<file path="src/rtl/prefetch_control_mt_pkg.sv">
// Shared types and helpers for the instruction-prefetch controller and its micro-TLB.
package prefetch_control_mt_pkg;

  typedef enum logic {
    TLB_REQUEST = 1'b0,
    ICACHE      = 1'b1
  } state_e;

  // Packed micro-TLB entry: {valid, su, cache_disable, phys_page, tag}
  function automatic int unsigned utlbEntryBits(input int unsigned pageBits);
    return 2 * (32 - pageBits) + 3;
  endfunction

  // Bytes that can be fetched without leaving the page; compared one bit wider than the page
  function automatic logic [31:0] clampLen(input logic [31:0] len,
                                           input logic [31:0] offset,
                                           input int unsigned pageBits);
    logic [32:0] room;
    logic [31:0] result;
    room = (33'd1 << pageBits) - {1'b0, offset};
    if ({1'b0, len} < room) result = len;
    else result = room[31:0];
    return result;
  endfunction

endpackage

</file>
<file path="src/rtl/prefetch_control_mt_if.sv">
// Prefetch-unit, code-TLB and icache signals seen by the prefetch controller.
interface prefetch_control_mt_if #(
  parameter int LEN_W  = 5,
  parameter int FIFO_W = 5
);
  logic              pr_reset;
  logic [31:0]       prefetch_address;
  logic [LEN_W-1:0]  prefetch_length;
  logic              prefetch_su;
  logic [FIFO_W-1:0] prefetchfifo_used;

  logic              tlbcoderequest_do;
  logic [31:0]       tlbcoderequest_address;
  logic              tlbcoderequest_su;
  logic              tlbcode_do;
  logic [31:0]       tlbcode_linear;
  logic [31:0]       tlbcode_physical;
  logic              tlbcode_cache_disable;

  logic              icacheread_do;
  logic [31:0]       icacheread_address;
  logic [LEN_W-1:0]  icacheread_length;
  logic              icacheread_cache_disable;

  // The controller issues TLB and icache requests
  modport master (
    input  pr_reset, prefetch_address, prefetch_length, prefetch_su, prefetchfifo_used,
    input  tlbcode_do, tlbcode_linear, tlbcode_physical, tlbcode_cache_disable,
    output tlbcoderequest_do, tlbcoderequest_address, tlbcoderequest_su,
    output icacheread_do, icacheread_address, icacheread_length, icacheread_cache_disable
  );

  modport slave (
    output pr_reset, prefetch_address, prefetch_length, prefetch_su, prefetchfifo_used,
    output tlbcode_do, tlbcode_linear, tlbcode_physical, tlbcode_cache_disable,
    input  tlbcoderequest_do, tlbcoderequest_address, tlbcoderequest_su,
    input  icacheread_do, icacheread_address, icacheread_length, icacheread_cache_disable
  );
endinterface

</file>
<file path="src/rtl/prefetch_control_mt_utlb.sv">
// Fully-associative micro-TLB of recent code-page translations with round-robin replacement.
module prefetch_utlb
  import prefetch_control_mt_pkg::*;
#(
  parameter int ENTRIES   = 2,
  parameter int PAGE_BITS = 12,
  localparam int IDX_W    = (ENTRIES > 1) ? $clog2(ENTRIES) : 1,
  localparam int TAG_W    = 32 - PAGE_BITS
) (
  input  logic             clk,
  input  logic             rst_n,
  input  logic             flush_i,
  input  logic [TAG_W-1:0] lookupTag_i,
  input  logic             lookupSu_i,
  output logic             hit_o,
  output logic [IDX_W-1:0] hitIdx_o,
  output logic [TAG_W-1:0] hitPhys_o,
  output logic             hitCd_o,
  input  logic [IDX_W-1:0] curIdx_i,
  output logic             curValid_o,
  output logic [TAG_W-1:0] curTag_o,
  output logic [TAG_W-1:0] curPhys_o,
  output logic             curSu_o,
  output logic             curCd_o,
  input  logic             fill_i,
  input  logic [TAG_W-1:0] fillTag_i,
  input  logic [TAG_W-1:0] fillPhys_i,
  input  logic             fillCd_i,
  input  logic             fillSu_i,
  output logic [IDX_W-1:0] fillIdx_o
);

  localparam int EW        = utlbEntryBits(PAGE_BITS);
  localparam int CD_BIT    = 2 * TAG_W;
  localparam int SU_BIT    = 2 * TAG_W + 1;
  localparam int VALID_BIT = 2 * TAG_W + 2;

  logic [EW-1:0]    entries_q [ENTRIES];
  logic [IDX_W-1:0] ptr_q;
  logic [EW-1:0]    curEntry;

  assign fillIdx_o = ptr_q;

  // Fills only ever happen on a miss, so at most one entry can match
  always_comb begin
    hit_o     = 1'b0;
    hitIdx_o  = '0;
    hitPhys_o = '0;
    hitCd_o   = 1'b0;
    for (int i = 0; i < ENTRIES; i++) begin
      if (entries_q[i][VALID_BIT] && (entries_q[i][SU_BIT] == lookupSu_i) &&
          (entries_q[i][TAG_W-1:0] == lookupTag_i)) begin
        hit_o     = 1'b1;
        hitIdx_o  = IDX_W'(i);
        hitPhys_o = entries_q[i][2*TAG_W-1:TAG_W];
        hitCd_o   = entries_q[i][CD_BIT];
      end
    end
  end

  assign curEntry   = entries_q[curIdx_i];
  assign curValid_o = curEntry[VALID_BIT];
  assign curSu_o    = curEntry[SU_BIT];
  assign curCd_o    = curEntry[CD_BIT];
  assign curPhys_o  = curEntry[2*TAG_W-1:TAG_W];
  assign curTag_o   = curEntry[TAG_W-1:0];

  always_ff @(posedge clk or negedge rst_n) begin
    if (!rst_n) begin
      ptr_q <= '0;
      for (int i = 0; i < ENTRIES; i++) entries_q[i] <= '0;
    end else if (flush_i) begin
      ptr_q <= '0;
      for (int i = 0; i < ENTRIES; i++) entries_q[i] <= '0;
    end else if (fill_i) begin
      entries_q[ptr_q] <= {1'b1, fillSu_i, fillCd_i, fillPhys_i, fillTag_i};
      ptr_q <= (ptr_q == IDX_W'(ENTRIES - 1)) ? '0 : ptr_q + IDX_W'(1);
    end
  end

endmodule

</file>
<file path="src/rtl/prefetch_control_mt.sv">
// Instruction-prefetch controller: clamps fetches at page ends and issues icache reads via a micro-TLB.
module prefetch_control_mt
  import prefetch_control_mt_pkg::*;
#(
  parameter int ENTRIES    = 2,
  parameter int LEN_W      = 5,
  parameter int FIFO_W     = 5,
  parameter int LOW_WATER  = 3,
  parameter int HIGH_WATER = 8,
  parameter int PAGE_BITS  = 12
) (
  input logic clk,
  input logic rst_n,
  prefetch_control_mt_if.master bus
);

  localparam int IDX_W = (ENTRIES > 1) ? $clog2(ENTRIES) : 1;
  localparam int TAG_W = 32 - PAGE_BITS;

  state_e           state_q, state_d;
  logic [IDX_W-1:0] curIdx_q, curIdx_d;

  logic [PAGE_BITS-1:0] offset;
  logic [TAG_W-1:0]     pageTag;
  logic [LEN_W-1:0]     len;
  logic                 lenNonZero, go, fifoHigh, samePage;

  logic             hit, curValid, curSu, curCd, hitCd, fill;
  logic [IDX_W-1:0] hitIdx, fillIdx;
  logic [TAG_W-1:0] hitPhys, curTag, curPhys;
  logic             unusedLowBits;

  assign offset     = bus.prefetch_address[PAGE_BITS-1:0];
  assign pageTag    = bus.prefetch_address[31:PAGE_BITS];
  assign len        = LEN_W'(clampLen(32'(bus.prefetch_length), 32'(offset), PAGE_BITS));
  assign lenNonZero = (bus.prefetch_length != '0);
  assign go         = !bus.pr_reset && lenNonZero && (32'(bus.prefetchfifo_used) < LOW_WATER);
  assign fifoHigh   = (32'(bus.prefetchfifo_used) >= HIGH_WATER);
  assign samePage   = curValid && (curTag == pageTag) && (curSu == bus.prefetch_su);

  assign bus.tlbcoderequest_address = bus.prefetch_address;
  assign bus.tlbcoderequest_su      = bus.prefetch_su;

  assign unusedLowBits = ^{bus.tlbcode_linear[PAGE_BITS-1:0], bus.tlbcode_physical[PAGE_BITS-1:0]};

  prefetch_utlb #(
    .ENTRIES  (ENTRIES),
    .PAGE_BITS(PAGE_BITS)
  ) uUtlb (
    .clk        (clk),
    .rst_n      (rst_n),
    .flush_i    (bus.pr_reset),
    .lookupTag_i(pageTag),
    .lookupSu_i (bus.prefetch_su),
    .hit_o      (hit),
    .hitIdx_o   (hitIdx),
    .hitPhys_o  (hitPhys),
    .hitCd_o    (hitCd),
    .curIdx_i   (curIdx_q),
    .curValid_o (curValid),
    .curTag_o   (curTag),
    .curPhys_o  (curPhys),
    .curSu_o    (curSu),
    .curCd_o    (curCd),
    .fill_i     (fill),
    .fillTag_i  (bus.tlbcode_linear[31:PAGE_BITS]),
    .fillPhys_i (bus.tlbcode_physical[31:PAGE_BITS]),
    .fillCd_i   (bus.tlbcode_cache_disable),
    .fillSu_i   (bus.prefetch_su),
    .fillIdx_o  (fillIdx)
  );

  // Request strobes and next state; a page cross that hits keeps streaming without a bubble
  always_comb begin
    state_d                      = state_q;
    curIdx_d                     = curIdx_q;
    fill                         = 1'b0;
    bus.tlbcoderequest_do        = 1'b0;
    bus.icacheread_do            = 1'b0;
    bus.icacheread_address       = '0;
    bus.icacheread_length        = '0;
    bus.icacheread_cache_disable = 1'b0;
    if (bus.pr_reset) begin
      state_d  = TLB_REQUEST;
      curIdx_d = '0;
    end else begin
      case (state_q)
        TLB_REQUEST: begin
          if (go && hit) begin
            bus.icacheread_do            = 1'b1;
            bus.icacheread_address       = {hitPhys, offset};
            bus.icacheread_length        = len;
            bus.icacheread_cache_disable = hitCd;
            curIdx_d                     = hitIdx;
            state_d                      = ICACHE;
          end else if (go) begin
            bus.tlbcoderequest_do = 1'b1;
            if (bus.tlbcode_do) begin
              fill                         = 1'b1;
              bus.icacheread_do            = 1'b1;
              bus.icacheread_address       = {bus.tlbcode_physical[31:PAGE_BITS], offset};
              bus.icacheread_length        = len;
              bus.icacheread_cache_disable = bus.tlbcode_cache_disable;
              curIdx_d                     = fillIdx;
              state_d                      = ICACHE;
            end
          end
        end
        ICACHE: begin
          if (fifoHigh) begin
            state_d = TLB_REQUEST;
          end else if (lenNonZero) begin
            if (samePage) begin
              bus.icacheread_do            = 1'b1;
              bus.icacheread_address       = {curPhys, offset};
              bus.icacheread_length        = len;
              bus.icacheread_cache_disable = curCd;
            end else if (hit) begin
              bus.icacheread_do            = 1'b1;
              bus.icacheread_address       = {hitPhys, offset};
              bus.icacheread_length        = len;
              bus.icacheread_cache_disable = hitCd;
              curIdx_d                     = hitIdx;
            end else begin
              state_d = TLB_REQUEST;
            end
          end
        end
        default: state_d = TLB_REQUEST;
      endcase
    end
  end

  always_ff @(posedge clk or negedge rst_n) begin
    if (!rst_n) begin
      state_q  <= TLB_REQUEST;
      curIdx_q <= '0;
    end else begin
      state_q  <= state_d;
      curIdx_q <= curIdx_d;
    end
  end

endmodule

</file>
<file path="src/flat_wrapper.sv">
// flat-port wrapper written by rule: the top's interface ports become plain ports
module prefetch_control_mt_flat import prefetch_control_mt_pkg::*;
#(
  parameter int ENTRIES    = 2,
  parameter int LEN_W      = 5,
  parameter int FIFO_W     = 5,
  parameter int LOW_WATER  = 3,
  parameter int HIGH_WATER = 8,
  parameter int PAGE_BITS  = 12
)
  (clk, rst_n, bus_pr_reset, bus_prefetch_address, bus_prefetch_length, bus_prefetch_su, bus_prefetchfifo_used, bus_tlbcode_do, bus_tlbcode_linear, bus_tlbcode_physical, bus_tlbcode_cache_disable, bus_tlbcoderequest_do, bus_tlbcoderequest_address, bus_tlbcoderequest_su, bus_icacheread_do, bus_icacheread_address, bus_icacheread_length, bus_icacheread_cache_disable);
  prefetch_control_mt_if #(.LEN_W(LEN_W), .FIFO_W(FIFO_W)) bus_i ();
  input logic clk;
  input logic rst_n;
  input wire logic [$bits(bus_i.pr_reset)-1:0] bus_pr_reset;
  input wire logic [$bits(bus_i.prefetch_address)-1:0] bus_prefetch_address;
  input wire logic [$bits(bus_i.prefetch_length)-1:0] bus_prefetch_length;
  input wire logic [$bits(bus_i.prefetch_su)-1:0] bus_prefetch_su;
  input wire logic [$bits(bus_i.prefetchfifo_used)-1:0] bus_prefetchfifo_used;
  input wire logic [$bits(bus_i.tlbcode_do)-1:0] bus_tlbcode_do;
  input wire logic [$bits(bus_i.tlbcode_linear)-1:0] bus_tlbcode_linear;
  input wire logic [$bits(bus_i.tlbcode_physical)-1:0] bus_tlbcode_physical;
  input wire logic [$bits(bus_i.tlbcode_cache_disable)-1:0] bus_tlbcode_cache_disable;
  output wire logic [$bits(bus_i.tlbcoderequest_do)-1:0] bus_tlbcoderequest_do;
  output wire logic [$bits(bus_i.tlbcoderequest_address)-1:0] bus_tlbcoderequest_address;
  output wire logic [$bits(bus_i.tlbcoderequest_su)-1:0] bus_tlbcoderequest_su;
  output wire logic [$bits(bus_i.icacheread_do)-1:0] bus_icacheread_do;
  output wire logic [$bits(bus_i.icacheread_address)-1:0] bus_icacheread_address;
  output wire logic [$bits(bus_i.icacheread_length)-1:0] bus_icacheread_length;
  output wire logic [$bits(bus_i.icacheread_cache_disable)-1:0] bus_icacheread_cache_disable;
  assign bus_i.pr_reset = bus_pr_reset;
  assign bus_i.prefetch_address = bus_prefetch_address;
  assign bus_i.prefetch_length = bus_prefetch_length;
  assign bus_i.prefetch_su = bus_prefetch_su;
  assign bus_i.prefetchfifo_used = bus_prefetchfifo_used;
  assign bus_i.tlbcode_do = bus_tlbcode_do;
  assign bus_i.tlbcode_linear = bus_tlbcode_linear;
  assign bus_i.tlbcode_physical = bus_tlbcode_physical;
  assign bus_i.tlbcode_cache_disable = bus_tlbcode_cache_disable;
  assign bus_tlbcoderequest_do = bus_i.tlbcoderequest_do;
  assign bus_tlbcoderequest_address = bus_i.tlbcoderequest_address;
  assign bus_tlbcoderequest_su = bus_i.tlbcoderequest_su;
  assign bus_icacheread_do = bus_i.icacheread_do;
  assign bus_icacheread_address = bus_i.icacheread_address;
  assign bus_icacheread_length = bus_i.icacheread_length;
  assign bus_icacheread_cache_disable = bus_i.icacheread_cache_disable;
  prefetch_control_mt #(.ENTRIES(ENTRIES), .LEN_W(LEN_W), .FIFO_W(FIFO_W), .LOW_WATER(LOW_WATER), .HIGH_WATER(HIGH_WATER), .PAGE_BITS(PAGE_BITS)) u_core (.clk(clk), .rst_n(rst_n), .bus(bus_i));
endmodule
</file>
<file path="config.mk">
export PLATFORM = sky130hd
export DESIGN_NAME = prefetch_control_mt_flat
export DESIGN_NICKNAME = d
export VERILOG_FILES = /design/src/rtl/prefetch_control_mt_pkg.sv /design/src/rtl/prefetch_control_mt_if.sv /design/src/rtl/prefetch_control_mt_utlb.sv /design/src/rtl/prefetch_control_mt.sv /design/src/flat_wrapper.sv
export SDC_FILE = /design/constraint.sdc
export NUM_CORES = 1
export LEC_CHECK = 0
export BUFFER_PORTS_ARGS = -buffer_cell sky130_fd_sc_hd__buf_4
export CAP_MARGIN = 0
export CORE_MARGIN = 10
export CORE_UTILIZATION = 42
export CTS_CLUSTER_DIAMETER = 30
export DETAILED_ROUTE_END_ITERATION = 8
export PLACE_DENSITY = 0.66
export SLEW_MARGIN = 20
export SYNTH_ARGS = -nofsm -noshare
export SYNTH_HDL_FRONTEND = slang
export SYNTH_HIERARCHICAL = 1
export SYNTH_SLANG_ARGS = --single-unit
export TNS_END_PERCENT = 100
</file>
<file path="constraint.sdc">
create_clock -name clk -period 6.05 [get_ports clk]
set_clock_uncertainty 0.05 [all_clocks]
set_input_delay 1.21 -clock clk [delete_from_list [all_inputs] [get_ports clk]]
set_output_delay 1.21 -clock clk [all_outputs]
set_load 0.01 [all_outputs]
</file>
==> results of run 1 <==
## layer usage
metal	vias to the layer above	global-route usage, %
met4	0	6.16
met5	-	0
met3	32	4.60
met2	295	33.2
li1	2768	-
met1	2947	25.7
## critical path, cell delays in order
cell	delay [ns]
buf_4	0.13
xor2_1	0.17
nor4_1	0.45
and3_1	0.27
nand2_1	0.10
o31ai_4	0.51
nor2_1	0.08
nor3_1	0.15
nand2_1	0.14
o31ai_1	0.15
nor2_1	0.18
inv_2	0.19
o21a_1	0.18
buf_4	0.13
## through the flow
step,hold WS [ns],power (mW),cell area (um2)
after floorplan,0.413,0.710,6670
after global routing,0.495,1.44,8130
after global placement,0.435,0.819,7840
after detailed placement,0.444,0.825,7840
after CTS,0.459,1.39,8130
final,0.463,1.38,8130
## flip-flops by register name (all words and copies together) (netlist names)
name / flops
u_core/uUtlb/entries_q: 86
u_core/curIdx_q: 1
u_core/state_q: 1
u_core/uUtlb/fillIdx_o: 1
## cells in the final DEF, fill, tap and decap left out, types with 3 or more instances in the layout
cell | netlist | layout
nor3_1 | 11 | 11
nand3_1 | 4 | 4
and2_1 | 10 | 10
inv_1 | 10 | 10
o21ai_1 | 7 | 7
a22o_1 | 84 | 84
nor2_1 | 11 | 10
nand2_1 | 68 | 68
xor2_1 | 17 | 17
nand4_1 | 11 | 11
a21o_1 | 3 | 3
clkbuf_16 | 0 | 9
ha_1 | 5 | 5
o21ai_0 | 15 | 15
and3_1 | 44 | 44
mux2_4 | 18 | 18
nor4_1 | 7 | 5
a21oi_1 | 69 | 67
nor4_2 | 2 | 4
nand2b_1 | 3 | 3
xnor2_1 | 50 | 50
mux2_2 | 47 | 47
dfrtp_1 | 89 | 88
o21a_1 | 4 | 4
buf_4 | 34 | 172
## layout make-up
class / instances / share of cell area [%]
flip-flops and latches: 89 / 27.4
repair buffers: 175 / 16.5
well taps: 216 / 3.32
clock buffers: 11 / 2.99
inverters: 11 / 0.508
multi-input cells: 526 / 48.7
clock inverters: 3 / 0.523
## power by group through the flow
stage          combinational, mW  sequential [mW]  clock (mW)
4_1_cts                    0.213            0.601       0.572
3_3_place_gp               0.207            0.612           0
3_5_place_dp               0.212            0.613           0
6_report                   0.213            0.602       0.561
2_1_floorplan             0.0986            0.611           0
5_1_grt                    0.231            0.601       0.603
## cells by family (layout without fill, tap and decap cells)
kind of cell | Yosys count | after routing | synth area share (%)
AO/OA/AOI/OAI | 205 | 205 | 22.0
AND/OR/NAND/NOR | 183 | 183 | 14.7
buffers and inverters | 100 | 200 | 8.05
flip-flops | 89 | 89 | 33.4
XOR/XNOR | 67 | 67 | 8.80
multiplexers | 66 | 66 | 12.1
adder cells (fa/ha/maj) | 5 | 5 | 0.938
## worst max path at each step
stage	startpoint	endpoint	slack [ns]	depth (start not counted)
floorplan	bus_prefetch_address[21]	bus_icacheread_address[10]	1.40	15
global placement	bus_prefetch_address[21]	bus_icacheread_length[2]	0.86	14
detailed placement	bus_prefetch_address[21]	bus_icacheread_length[2]	0.75	14
CTS	bus_prefetch_address[21]	bus_icacheread_length[2]	0.75	14
global route	bus_prefetch_address[21]	bus_icacheread_length[2]	0.59	14
finish	bus_prefetch_address[21]	bus_icacheread_length[2]	0.75	14
==> results.sh, run 1 <==
export IMPL_crit_type="in -> out"
export IMPL_layout_min_cycle_time_ns=5.30
export IMPL_grt_pass1_wl_mm=35.0
export IMPL_synth_most_common_cell="dfrtp_1"
export IMPL_worstPathArrival_ns=4.04
export IMPL_post_place_ws_ns=0.754
export IMPL_outcome="completed"
export IMPL_swShare_pct=26.0
export IMPL_cts_root_buf="clkbuf_16"
export IMPL_clock_latency_ns=0.35
export IMPL_yosys_area_top_type_share_pct=33.4
export IMPL_dr_wl_met2_mm=10.8
export IMPL_end_kind="output pin"
export IMPL_r2r_end="u_core/uUtlb/entries_q[8]$_DFFE_PN0P_"
export IMPL_clkPwrFrac_pct=40.8
export IMPL_final_fill_count=1444
export IMPL_vias=6042
export IMPL_syn_to_final_growth_pct=21.9
export IMPL_synthArstFlopShare_pct=100
export IMPL_power_leakage_nw=4.00
export IMPL_ys_seq_elements=89
export IMPL_cts_buffers=9
export IMPL_io_buffers=160
export IMPL_wl_per_cell_um=21.5
export IMPL_seq_area_frac_synth_pct=33.4
export IMPL_dr_max_layer_used="met4"
export IMPL_finalCritPeriodShare_pct=87.5
export IMPL_ys_top_cells_by_area="dfrtp_1 33%, a22o_1 11%, mux2_2 7.9%"
export IMPL_syn_num_nets=832
export IMPL_slew_headroom_pct=27.8
export IMPL_setup_tns_ns=0
export IMPL_drcViolationCount=0
export IMPL_r2r_setup_slack_ns=2.28
export IMPL_p_sw_mw=0.357
export IMPL_rr_startpoint="u_core/uUtlb/entries_q[52]$_DFFE_PN0P_"
export IMPL_hpwl_mm=15.0
export IMPL_first_iter_violations=513
export IMPL_via_per_inst=5.86
export IMPL_cts_hold_buf=0
export IMPL_route_antenna_remaining_nets=0
export IMPL_rsz0062_at_grt="false"
export IMPL_wl_met1_mm=9.42
export IMPL_die_width_um=146
export IMPL_start_kind="primary input"
export IMPL_setup_ws_ns=0.753
export IMPL_antenna_cells=0
export IMPL_seq_area_um2=2230
export IMPL_cts_sinks=89
export IMPL_worst_slew_pin_slew_ns=1.08
export IMPL_grt_overflow_total=0
export IMPL_syn_area_um2=6670
export IMPL_finalHoldViolations=0
export IMPL_hp_class="reg -> reg"
export IMPL_cts_max_level=3
export IMPL_yosys_top_cells_count="89 x dfrtp_1, 84 x a22o_1, 69 x a21oi_1, 68 x nand2_1"
export IMPL_synthFlopType="dfrtp_1"
export IMPL_synth_edff_count=0
export IMPL_setup_violations=0
export IMPL_dp_cells=1017
export IMPL_r2r_cells=10
export IMPL_totalWireLength_mm=22.1
export IMPL_clk_pin_slew_ns=0.06
export IMPL_crit_fanout=13
export IMPL_multi_input_area_um2=3960
export IMPL_cts_repair_resized=0
export IMPL_grt_max_degree=86
export IMPL_avgSynthCellArea_um2=9.33
export IMPL_ys_warn_count=6
export IMPL_grt_usage_pct=20.1
export IMPL_p_int_mw=1.02
export IMPL_drv_slew=0
export IMPL_num_io_pins=185
export IMPL_worstPathRequired_ns=4.79
export IMPL_maxCapViolations=0
export IMPL_hold_end="u_core/uUtlb/entries_q[85]$_DFFE_PN0P_"
export IMPL_grt_pass1_vias=6369
export IMPL_holdPathStages=1
export IMPL_fmax_ghz=0.189
export IMPL_initial_core_util_pct=42.5
export IMPL_p_seq_share_pct=43.7
export IMPL_finalNetCount=929
export IMPL_clockBufferDepth=2
export IMPL_antenna_found_initial=0
export IMPL_die_h_um=146
export IMPL_fin_util_pct=51.8
export IMPL_dieArea_um2=21300
export IMPL_routabilityCongestion=0.855
export IMPL_vdd_drop_max_v=0.000128
export IMPL_combPwrFrac_pct=15.5
export IMPL_post_cts_setup_buffers=0
export IMPL_placementRows=46
export IMPL_fin_cells=1031
export IMPL_drive_gt1_share_pct=33.7
export IMPL_dr_wl_met3_mm=1.64
export IMPL_yosys_area_top_type="dfrtp_1"
export IMPL_ys_types=58
export IMPL_drt_first_pass_iters=6
export IMPL_p_per_area_nw_per_um2=169
export IMPL_fp_coreArea_um2=15700
export IMPL_cts_tree="built"
export IMPL_hp_start="u_core/uUtlb/entries_q[85]$_DFFE_PN0P_"
export IMPL_syn_inst=715
Power figures use the tool's default switching activity.
==> inputs of run 2 (changes only) <==
--- a/config.mk
+++ b/config.mk
@@ -17,4 +17,4 @@
 export SYNTH_HDL_FRONTEND = slang
 export SYNTH_HIERARCHICAL = 1
 export SYNTH_SLANG_ARGS = --single-unit
-export TNS_END_PERCENT = 100
+export TNS_END_PERCENT = 20
==> constraint.sdc (replaced) <==
create_clock -name clk -period 6.5 [get_ports clk]
set_clock_uncertainty 0.05 [all_clocks]
set_input_delay 1.3 -clock clk [delete_from_list [all_inputs] [get_ports clk]]
set_output_delay 1.3 -clock clk [all_outputs]
set_load 0.01 [all_outputs]
==> run 2 against run 1 <==
  * First-iteration DRC count fell by 19%
  * Die area did not move
  * Sequential share of layout area barely moved
  * Highest routed layer unchanged
==> results.sh, run 2 (same netlist as run 1, synthesis figures left out) <==
export IMPL_clock_latency_ns=0.35
export IMPL_swShare_pct=27.2
export IMPL_clkPwrFrac_pct=41.7
export IMPL_power_leakage_nw=4.00
export IMPL_worstPathArrival_ns=4.24
export IMPL_antenna_cells=0
export IMPL_p_int_mw=0.944
export IMPL_start_kind="primary input"
export IMPL_finalCritPeriodShare_pct=86.0
export IMPL_crit_fanout=22
export IMPL_totalWireLength_mm=22.0
export IMPL_dieArea_um2=21300
export IMPL_end_kind="output pin"
export IMPL_outcome="completed"
export IMPL_fin_util_pct=51.7
export IMPL_crit_type="in -> out"
export IMPL_num_io_pins=185
export IMPL_grt_overflow_total=0
export IMPL_combPwrFrac_pct=15.2
export IMPL_finalHoldViolations=0
export IMPL_largest_register="u_core/uUtlb/entries_q"
export IMPL_route_antenna_remaining_nets=0
export IMPL_die_width_um=146
export IMPL_worstPathRequired_ns=5.15
export IMPL_slowest_stage="nor4_1"
export IMPL_p_sw_mw=0.353
export IMPL_final_common_cell="buf_4"
export IMPL_final_cell_mix="176 x buf_4, 88 x dfrtp_1, 84 x a22o_1, 68 x nand2_1, 67 x a21oi_1"
export IMPL_fp_coreArea_um2=15700
export IMPL_grt_max_degree=47
export IMPL_worst_slew_pin_slew_ns=1.09
export IMPL_initial_core_util_pct=42.5
export IMPL_cp_top_family="simple AND/OR/NAND/NOR gates"
export IMPL_cts_max_level=3
export IMPL_first_iter_violations=414
export IMPL_placementRows=46
export IMPL_setup_violations=0
export IMPL_slew_headroom_pct=27.5
export IMPL_setup_tns_ns=0
export IMPL_post_cts_setup_buffers=0
export IMPL_drcViolationCount=0
export IMPL_cts_buffers=9
export IMPL_path_buf_inv=5
export IMPL_cts_root_buf="clkbuf_16"
export IMPL_crit_chain="buf_4 > xor2_1 > nor4_1 > and3_1 > buf_4 > nand2_1 > o31ai_4 > buf_4 > nor2_1 > nor3_1 > nand2_1 > o31ai_1 > nor2_1 > inv_2 > o21a_1 > buf_4"
export IMPL_multi_input_area_um2=3960
export IMPL_p_per_area_nw_per_um2=160
export IMPL_hp_start="u_core/uUtlb/entries_q[85]$_DFFE_PN0P_"
export IMPL_grt_usage_pct=19.6
export IMPL_cts_hold_buf=0
export IMPL_p_seq_share_pct=43.1
export IMPL_cts_repair_resized=0
export IMPL_via_per_inst=5.91
export IMPL_grt_pass1_wl_mm=34.7
export IMPL_finalNetCount=930
export IMPL_layout_min_cycle_time_ns=5.59
export IMPL_drive_gt1_share_pct=34.1
export IMPL_critPathLaunch="bus_prefetch_address[21]"
export IMPL_clockBufferDepth=2
export IMPL_drv_slew=0
export IMPL_hp_class="reg -> reg"
export IMPL_slowest_delay_ns=0.41
export IMPL_fmax_ghz=0.179
export IMPL_vias=6106
export IMPL_seq_area_um2=2230
export IMPL_vdd_drop_max_v=0.000130
export IMPL_maxCapViolations=0
export IMPL_syn_to_final_growth_pct=21.8
export IMPL_io_buffers=160
export IMPL_clk_pin_slew_ns=0.07
export IMPL_grt_pass1_vias=6293
export IMPL_rr_startpoint="u_core/uUtlb/entries_q[11]$_DFFE_PN0P_"
export IMPL_hpwl_mm=14.8
export IMPL_cts_sinks=89
export IMPL_antenna_found_initial=0
export IMPL_cts_tree="built"
export IMPL_routabilityCongestion=0.848
export IMPL_rsz0062_at_grt="false"
export IMPL_crit_top_cell="buf_4"
export IMPL_wl_per_cell_um=21.2
export IMPL_largest_reg_flops=86
export IMPL_die_h_um=146
export IMPL_drt_first_pass_iters=5
export IMPL_final_fill_count=1463
-- run 2: path summary, 6_finish.rpt --
check | endpoint | cells after the start | slack (ns)
worst max-delay path | bus_icacheread_length[2] | 16 | 0.91
worst min-delay path | u_core/uUtlb/entries_q[85]$_DFFE_PN0P_ | 1 | 0.47
worst max register to register | u_core/uUtlb/entries_q[40]$_DFFE_PN0P_ | 12 | 2.60
worst min register to register | u_core/uUtlb/entries_q[85]$_DFFE_PN0P_ | 1 | 0.47
max in group asynchronous | u_core/uUtlb/entries_q[65]$_DFFE_PN0P_ | 2 | 4.48
min in group asynchronous | u_core/uUtlb/entries_q[32]$_DFFE_PN0P_ | 1 | 0.90
-- run 2: per-layer routing --
metal	global-route usage, %	vias up	routed length (um)
met5	0	-	0
met4	6.06	0	338
met3	4.45	33	1470
met2	33.3	268	10800
met1	24.3	3024	9340
li1	-	2781	-
-- run 2: worst register-to-register path: cells and delay by family (launching register included) --
family	cells	cell delay, ns
buffers and inverters	3	1.17
xor gates and xnor gates	1	0.16
AOI/OAI and AO/OA	2	0.44
DFF	1	0.41
and+or+nand+nor	6	1.60
-- run 2: stage by stage --
step                      power (mW)  hold WS (ns)  setup WS, ns  instance area (um2)  cells
final                           1.30         0.467         0.908                 8130   1034
after floorplan                0.661         0.413          1.67                 6670    715
after detailed placement       0.766         0.450         0.921                 7830   1018
after global routing            1.35         0.475         0.747                 8130   1034
after CTS                       1.30         0.465         0.914                 8130   1034
after global placement         0.763         0.431         0.919                 7830   1018
-- run 2: power by group through the flow --
stage                     clock (mW)  sequential, mW  combinational (mW)
final                          0.541           0.560               0.197
after global routing           0.573           0.560               0.213
after CTS                      0.548           0.559               0.197
after detailed placement           0           0.570               0.196
after global placement             0           0.570               0.193
after floorplan                    0           0.569              0.0917
-- run 2: area by class of cell --
type	instances	area share, %
clock buffers	9	2.77
clock inverters	7	0.939
inverters	11	0.508
multi-input cells	526	48.8
flip-flops and latches	89	27.4
well taps	216	3.33
repair buffers	176	16.3
